`config.mk`:
```
export PLATFORM = sky130hd
export DESIGN_NAME = spi_master_ctrl_flat
export DESIGN_NICKNAME = d
export VERILOG_FILES = /design/src/rtl/spi_master_ctrl_if.sv /design/src/rtl/spi_master_ctrl.sv /design/src/flat_wrapper.sv
export SDC_FILE = /design/constraint.sdc
export NUM_CORES = 1
export LEC_CHECK = 0
export CORE_MARGIN = 1
export CORE_UTILIZATION = 33
export DETAILED_ROUTE_END_ITERATION = 10
export PLACE_DENSITY = 0.63
export SETUP_SLACK_MARGIN = 0.15
export SLEW_MARGIN = 20
export SYNTH_ARGS = -nofsm -noshare
export SYNTH_HDL_FRONTEND = slang
export SYNTH_SLANG_ARGS = --single-unit
```
`constraint.sdc`:
```
create_clock -name clk -period 2.3 [get_ports clk]
set_input_delay 0.345 -clock clk [delete_from_list [all_inputs] [get_ports clk]]
set_output_delay 0.345 -clock clk [all_outputs]
set_load 0.01 [all_outputs]
```
`src/rtl/spi_master_ctrl_if.sv`:
```
// Command/response bundle between a command source and spi_master_ctrl.
//
// Handshake: a command word moves on a rising clock edge where cmd_valid and
// cmd_ready are both high. The source holds cmd_data stable while cmd_valid
// is high and it has not yet seen cmd_ready. cmd_ready never depends
// combinationally on cmd_valid. rd_valid is a one-cycle strobe with no
// back-pressure; rd_data is meaningful only while rd_valid is high.
interface spi_master_ctrl_if;
  logic       cmd_valid;
  logic       cmd_ready;
  logic [9:0] cmd_data;
  logic [7:0] rd_data;
  logic       rd_valid;

  // Command source side (host logic or testbench)
  modport master (
    output cmd_valid,
    output cmd_data,
    input  cmd_ready,
    input  rd_data,
    input  rd_valid
  );

  // spi_master_ctrl side
  modport slave (
    input  cmd_valid,
    input  cmd_data,
    output cmd_ready,
    output rd_data,
    output rd_valid
  );
endinterface

```
`src/rtl/spi_master_ctrl.sv`:
```
// SPI master feeding SPI_Wrapper: one 10-bit RAM transaction word per
// handshake is sent as an 11-bit SS_n-framed MOSI stream. A rd-data word
// (op 2'b11) also waits RD_WAIT cycles and shifts in an 8-bit MISO reply,
// which comes back on rd_data with a one-cycle rd_valid strobe.
// RD_WAIT must be >= 1 and GAP >= 1; both must fit in 8 bits.
module spi_master_ctrl #(
  parameter int RD_WAIT = 2,
  parameter int GAP     = 1
) (
  input  logic                clk,
  input  logic                rst_n,
  spi_master_ctrl_if.slave    cmd_if,
  output logic                busy,
  output logic                SS_n,
  output logic                MOSI,
  input  logic                MISO,
  output logic [2:0]          state_dbg
);

  typedef enum logic [2:0] {
    S_IDLE    = 3'd0,
    S_START   = 3'd1,
    S_SHIFT   = 3'd2,
    S_WAIT    = 3'd3,
    S_CAPTURE = 3'd4,
    S_STOP    = 3'd5
  } state_t;

  localparam logic [7:0] WAIT_LAST = 8'(RD_WAIT - 1);
  localparam logic [7:0] GAP_LOAD  = 8'(GAP);

  state_t      state;
  logic [10:0] shift_q;   // frame bits, MSB goes out first
  logic [3:0]  bit_cnt;   // index of the bit currently on MOSI
  logic [7:0]  wait_cnt;  // cycles spent in WAIT
  logic [2:0]  cap_cnt;   // MISO bits captured so far
  logic [7:0]  gap_cnt;   // SS_n-high cycles still owed before next accept
  logic [7:0]  rx_q;      // MISO reply, shifted in MSB first
  logic        is_rd;     // current frame is a rd-data frame

  assign state_dbg = state;

  // Frame sequencer: state, counters and every output are registered here
  always_ff @(posedge clk or negedge rst_n) begin
    if (!rst_n) begin
      state            <= S_IDLE;
      shift_q          <= '0;
      bit_cnt          <= '0;
      wait_cnt         <= '0;
      cap_cnt          <= '0;
      gap_cnt          <= '0;
      rx_q             <= '0;
      is_rd            <= 1'b0;
      SS_n             <= 1'b1;
      MOSI             <= 1'b0;
      busy             <= 1'b0;
      cmd_if.cmd_ready <= 1'b0;
      cmd_if.rd_valid  <= 1'b0;
      cmd_if.rd_data   <= '0;
    end else begin
      cmd_if.rd_valid <= 1'b0;
      case (state)
        S_IDLE: begin
          SS_n <= 1'b1;
          MOSI <= 1'b0;
          if (cmd_if.cmd_valid && cmd_if.cmd_ready) begin
            // Op bit 9 is duplicated in front so the slave sees 11 bits
            shift_q          <= {cmd_if.cmd_data[9], cmd_if.cmd_data};
            is_rd            <= (cmd_if.cmd_data[9:8] == 2'b11);
            bit_cnt          <= '0;
            wait_cnt         <= '0;
            cap_cnt          <= '0;
            state            <= S_START;
            SS_n             <= 1'b0;
            busy             <= 1'b1;
            cmd_if.cmd_ready <= 1'b0;
          end else begin
            // cmd_ready rises on the same edge the gap counter reaches 0
            if (gap_cnt != 8'd0) gap_cnt <= gap_cnt - 8'd1;
            cmd_if.cmd_ready <= (gap_cnt <= 8'd1);
            busy             <= 1'b0;
          end
        end

        S_START: begin
          // One SS_n-low cycle with MOSI=0 lets the slave enter CHK_CMD
          state   <= S_SHIFT;
          MOSI    <= shift_q[10];
          shift_q <= {shift_q[9:0], 1'b0};
          bit_cnt <= '0;
        end

        S_SHIFT: begin
          if (bit_cnt >= 4'd10) begin
            MOSI <= 1'b0;
            if (is_rd) begin
              state    <= S_WAIT;
              wait_cnt <= '0;
            end else begin
              state <= S_STOP;
              SS_n  <= 1'b1;
            end
          end else begin
            MOSI    <= shift_q[10];
            shift_q <= {shift_q[9:0], 1'b0};
            bit_cnt <= bit_cnt + 4'd1;
          end
        end

        S_WAIT: begin
          // Covers the slave's RAM read and load latency before data appears
          MOSI <= 1'b0;
          if (wait_cnt >= WAIT_LAST) begin
            state   <= S_CAPTURE;
            cap_cnt <= '0;
          end else begin
            wait_cnt <= wait_cnt + 8'd1;
          end
        end

        S_CAPTURE: begin
          rx_q <= {rx_q[6:0], MISO};
          if (cap_cnt == 3'd7) begin
            state <= S_STOP;
            SS_n  <= 1'b1;
          end else begin
            cap_cnt <= cap_cnt + 3'd1;
          end
        end

        S_STOP: begin
          SS_n             <= 1'b1;
          MOSI             <= 1'b0;
          gap_cnt          <= GAP_LOAD;
          cmd_if.cmd_ready <= 1'b0;
          busy             <= 1'b0;
          state            <= S_IDLE;
          if (is_rd) begin
            cmd_if.rd_valid <= 1'b1;
            cmd_if.rd_data  <= rx_q;
          end
        end

        default: begin
          // Unreachable encodings fall back to a safe idle bus
          state            <= S_IDLE;
          SS_n             <= 1'b1;
          MOSI             <= 1'b0;
          busy             <= 1'b0;
          cmd_if.cmd_ready <= 1'b0;
        end
      endcase
    end
  end

endmodule

```
`src/flat_wrapper.sv`:
```
// flat-port wrapper written by rule: the top's interface ports become plain ports
module spi_master_ctrl_flat 
#(
  parameter int RD_WAIT = 2,
  parameter int GAP     = 1
)
  (clk, rst_n, busy, SS_n, MOSI, MISO, state_dbg, cmd_if_cmd_valid, cmd_if_cmd_data, cmd_if_cmd_ready, cmd_if_rd_data, cmd_if_rd_valid);
  spi_master_ctrl_if cmd_if_i ();
  input  logic clk;
  input  logic rst_n;
  output logic busy;
  output logic SS_n;
  output logic MOSI;
  input  logic MISO;
  output logic [2:0] state_dbg;
  input wire logic [$bits(cmd_if_i.cmd_valid)-1:0] cmd_if_cmd_valid;
  input wire logic [$bits(cmd_if_i.cmd_data)-1:0] cmd_if_cmd_data;
  output wire logic [$bits(cmd_if_i.cmd_ready)-1:0] cmd_if_cmd_ready;
  output wire logic [$bits(cmd_if_i.rd_data)-1:0] cmd_if_rd_data;
  output wire logic [$bits(cmd_if_i.rd_valid)-1:0] cmd_if_rd_valid;
  assign cmd_if_i.cmd_valid = cmd_if_cmd_valid;
  assign cmd_if_i.cmd_data = cmd_if_cmd_data;
  assign cmd_if_cmd_ready = cmd_if_i.cmd_ready;
  assign cmd_if_rd_data = cmd_if_i.rd_data;
  assign cmd_if_rd_valid = cmd_if_i.rd_valid;
  spi_master_ctrl #(.RD_WAIT(RD_WAIT), .GAP(GAP)) u_core (.clk(clk), .rst_n(rst_n), .cmd_if(cmd_if_i), .busy(busy), .SS_n(SS_n), .MOSI(MOSI), .MISO(MISO), .state_dbg(state_dbg));
endmodule
```
==> metrics.md <==
| Metric | Value |
|---|---|
| Layout Skew | 0.00558 ns |
| Max-cap check violation count | 0 |
| CTS tree | yes |
| Tcrit/Tclk final | 89.8% |
| Critical-path maximum fanout | 11 |
| Worst relative slew slack | a little over three fifths |
| Placer Congestion | slightly above 0.8 |
| DRC violations left | 0 |
| Synth Cell Area | 0.00291 mm^2 |
| Clock Latency Late Sink | 0.34 ns |
| Tightest Pin Transition | 0.551 ns |
| Fraction of layout cells with a size suffix above 1 | 25.5% |
| Maximum VDD drop | 0.648 mV |
| Die Ht | 96.0 um |
| Post-synthesis sequential area ratio | 50.7% |
| Via/cell ratio | 5.07 |
| CTS resizes | 0 |
| Slew Limit Fails | 0 |
| Syn nets | between 200 and 300 |
| H-tree depth | 3 |
| Clock Pin Slew Worst Setup and Hold Paths | 0.07 ns |
| Worst reg2reg path startpoint | u_core.gap_cnt[5] |
| Final-report setup violation count | 0 |
| Core Box Area | ~0.0084 mm^2 |
| DR vias | 2102 |
| Clock buffer depth | 2 |
| R2R Setup Slk | 0.27 ns |
| Area share of the largest cell type after synthesis | between 40% and 50% |
| Layout area overhead | 27.0% |
| # diodes | 0 |
| Largest net degree at the start of global routing | 31 |
| Hold WC Path Type | input port to asynchronous set/reset pin |
| Pre-CTS WS | 0.0197 ns |
| Static Leakage | 1.62 nW |
| Prevailing post-synth register cell | dfrtp_1 |
| Dominant cell type by area after synthesis | dfrtp_1 |
| Initial antenna violation count | 0 |
| PD cells | 1340 mW/mm^2 |
| F_max | 484 MHz |
| Final hold vios | 0 |
| Async set-reset flop share out of synthesis | 100% |
| Clock sink total | 59 |
| Distinct cell type count after synthesis | 52 |
| Gr usage total | 13.9% |
| Port bufs | 29 |
| Number of flops mapped to enable cells by yosys | 0 |
| Starting DRT DRC Count | 117 |
| DP HPWL | between 3 and 4 mm |
| CP Launch Type | flop |
| Die area | about 0.0092 mm^2 |
| Nets | 328 |
| CP Capture Type | primary output |
| Pre-Repair DR Iteration Count | 4 |
| Syn Area/Cell | 11.3 um^2 |
| Die W | approximately 96 um |
| Row cnt | 33 |
| Worst setup slack after layout | roughly 0.23 ns |
| Routed Antenna Nets | 0 |
| CTS Buf Count | 9 |
| Setup bufs post-CTS | 0 |
| Vias in the first global route | 1984 |
| #FFs+latches synth | 59 |
| DR WL/cell | 13.6 um |
| Worst r2r dst | u_core.gap_cnt[7] |
| Status | complete, no violations |
| Critical Path AT | between 1.5 and 2 ns |
| Root Buffer | clkbuf_8 |
| RSZ-0062 raised after global routing | false |
| IO Pins | 30 |
| Final wirelength | 5.66 mm |
| R2r worst-path depth | 4 |
| Final Critical Period | 2.07 ns |
| Worst Path Required | a little under 2 ns |
| Crit Path Category | flop to primary output |
| Largest cells by area after synthesis | dfrtp_1 (50%), mux2_2 (14%), ha_1 (3.9%), nor2_1 (2.8%), a21oi_1 (2.2%) |
| Ys Warns | 0 |
| Mapped Cells | 259 |
| Initial Util | a little over a third |
| Total global routing overflow | 0 |
| Fin Setup TNS | 0 ns |
| First-pass GRT wire length | 9.63 mm |
synth_stat cells, drive strengths merged, types with 2 or more instances:
cell type / count
or2: 3
nor2b: 4
a22o: 2
nor3: 3
a21o: 2
a211oi: 2
ha: 9
dfrtp: 58
nand4: 2
mux2i: 6
inv: 12
nand3: 5
nand2: 11
a31oi: 5
nor2: 22
o21ai: 10
buf: 5
a21oi: 13
clkbuf: 6
o311ai: 3
or4: 6
and3: 2
and2: 3
o31ai: 4
mux2: 37
nor4: 2
o32ai: 2
or3: 2
placed cells by master, fill, tap and decap left out, drive strengths merged, types with 5 or more instances in the layout:
| cell type | netlist | routed |
|---|---|---|
| ha | 9 | 9 |
| or4 | 6 | 6 |
| nor2 | 22 | 22 |
| clkbuf | 6 | 10 |
| a31oi | 5 | 5 |
| nand3 | 5 | 5 |
| inv | 12 | 12 |
| a21oi | 13 | 13 |
| buf | 5 | 17 |
| nand2 | 11 | 11 |
| o21ai | 10 | 10 |
| clkdlybuf4s50 | 0 | 28 |
| dfrtp | 58 | 58 |
| mux2 | 37 | 37 |
| mux2i | 6 | 6 |
through the flow:
step | util, % | instances | hold slack (ns) | instance area [um^2] | power (mW)
2_1_floorplan | - | 259 | 0.0494 | 2910 | 3.06
3_3_place_gp | 40.8 | 398 | 0.228 | 3420 | 3.64
5_1_grt | 44.1 | 415 | 0.392 | 3700 | 5.29
6_report | 44.1 | 415 | 0.392 | 3700 | 4.95
3_5_place_dp | 40.8 | 398 | 0.221 | 3420 | 3.69
4_1_cts | 44.1 | 415 | 0.387 | 3700 | 5.01
layout make-up:
class / instances / area (um^2)
clock buffers: 10 / 138
clock inverters: 6 / 136
fillers: 789 / 4680
inverters: 13 / 48.8
multi-input cells: 176 / 1340
flip-flops and latches: 59 / 1480
well taps: 105 / 131
repair buffers: 46 / 428
worst max-delay path: stages, from the launching register on:
cell and delay, ns:
dfrtp_1 0.63, buf_4 0.22, clkdlybuf4s50_1 0.54
what timing repair did:
action | CTS | global route
endpoints found under the hold margin | 6 | 0
hold buffers | 1 | 0
setup endpoints to repair | 0 | 0
cells by family after synthesis:
| group | share of synthesized area [%] |
|---|---|
| AO/OA/AOI/OAI | 12.7 |
| XOR/XNOR | 0.601 |
| adder cells (fa/ha/maj) | 3.86 |
| buffers and inverters | 3.31 |
| flip-flops | 50.7 |
| multiplexers | 16.4 |
| AND/OR/NAND/NOR | 12.5 |
where the power goes:
part | switching, mW | total (mW) | internal [mW]
Sequential | 0.335 | 1.77 | 1.43
Combinational | 0.870 | 1.90 | 1.03
Clock | 0.431 | 1.29 | 0.861
per-layer routing:
layer / track usage [%] / vias up / share of wire [%]
met1: 19.2 / 1022 / 50
met4: 4.85 / 0 / 1.3
li1: - / 1037 / -
met3: 4.50 / 7 / 3.5
met2: 20.5 / 36 / 46
met5: 0 / - / 0
how the worst max path moves through the flow:
stage,startpoint,endpoint,slack (ns)
3_5_place_dp,cmd_if_cmd_valid,u_core.shift_q[5],0.02
4_1_cts,u_core.state_dbg[1],state_dbg[1],0.21
3_3_place_gp,cmd_if_cmd_valid,u_core.shift_q[7],0.04
5_1_grt,u_core.state_dbg[1],state_dbg[1],0.17
2_1_floorplan,u_core.bit_cnt[0],u_core.shift_q[3],0.27
6_report,u_core.state_dbg[1],state_dbg[1],0.23
registers in the layout, summed over array words and instances (netlist names), 3 cells and up:
signal / flops
u_core.shift_q: 11
u_core.cmd_if.rd_data: 8
u_core.gap_cnt: 8
u_core.rx_q: 8
u_core.wait_cnt: 8
u_core.bit_cnt: 4
u_core.cap_cnt: 3
u_core.state_dbg: 3
Power figures use the tool's default switching activity.
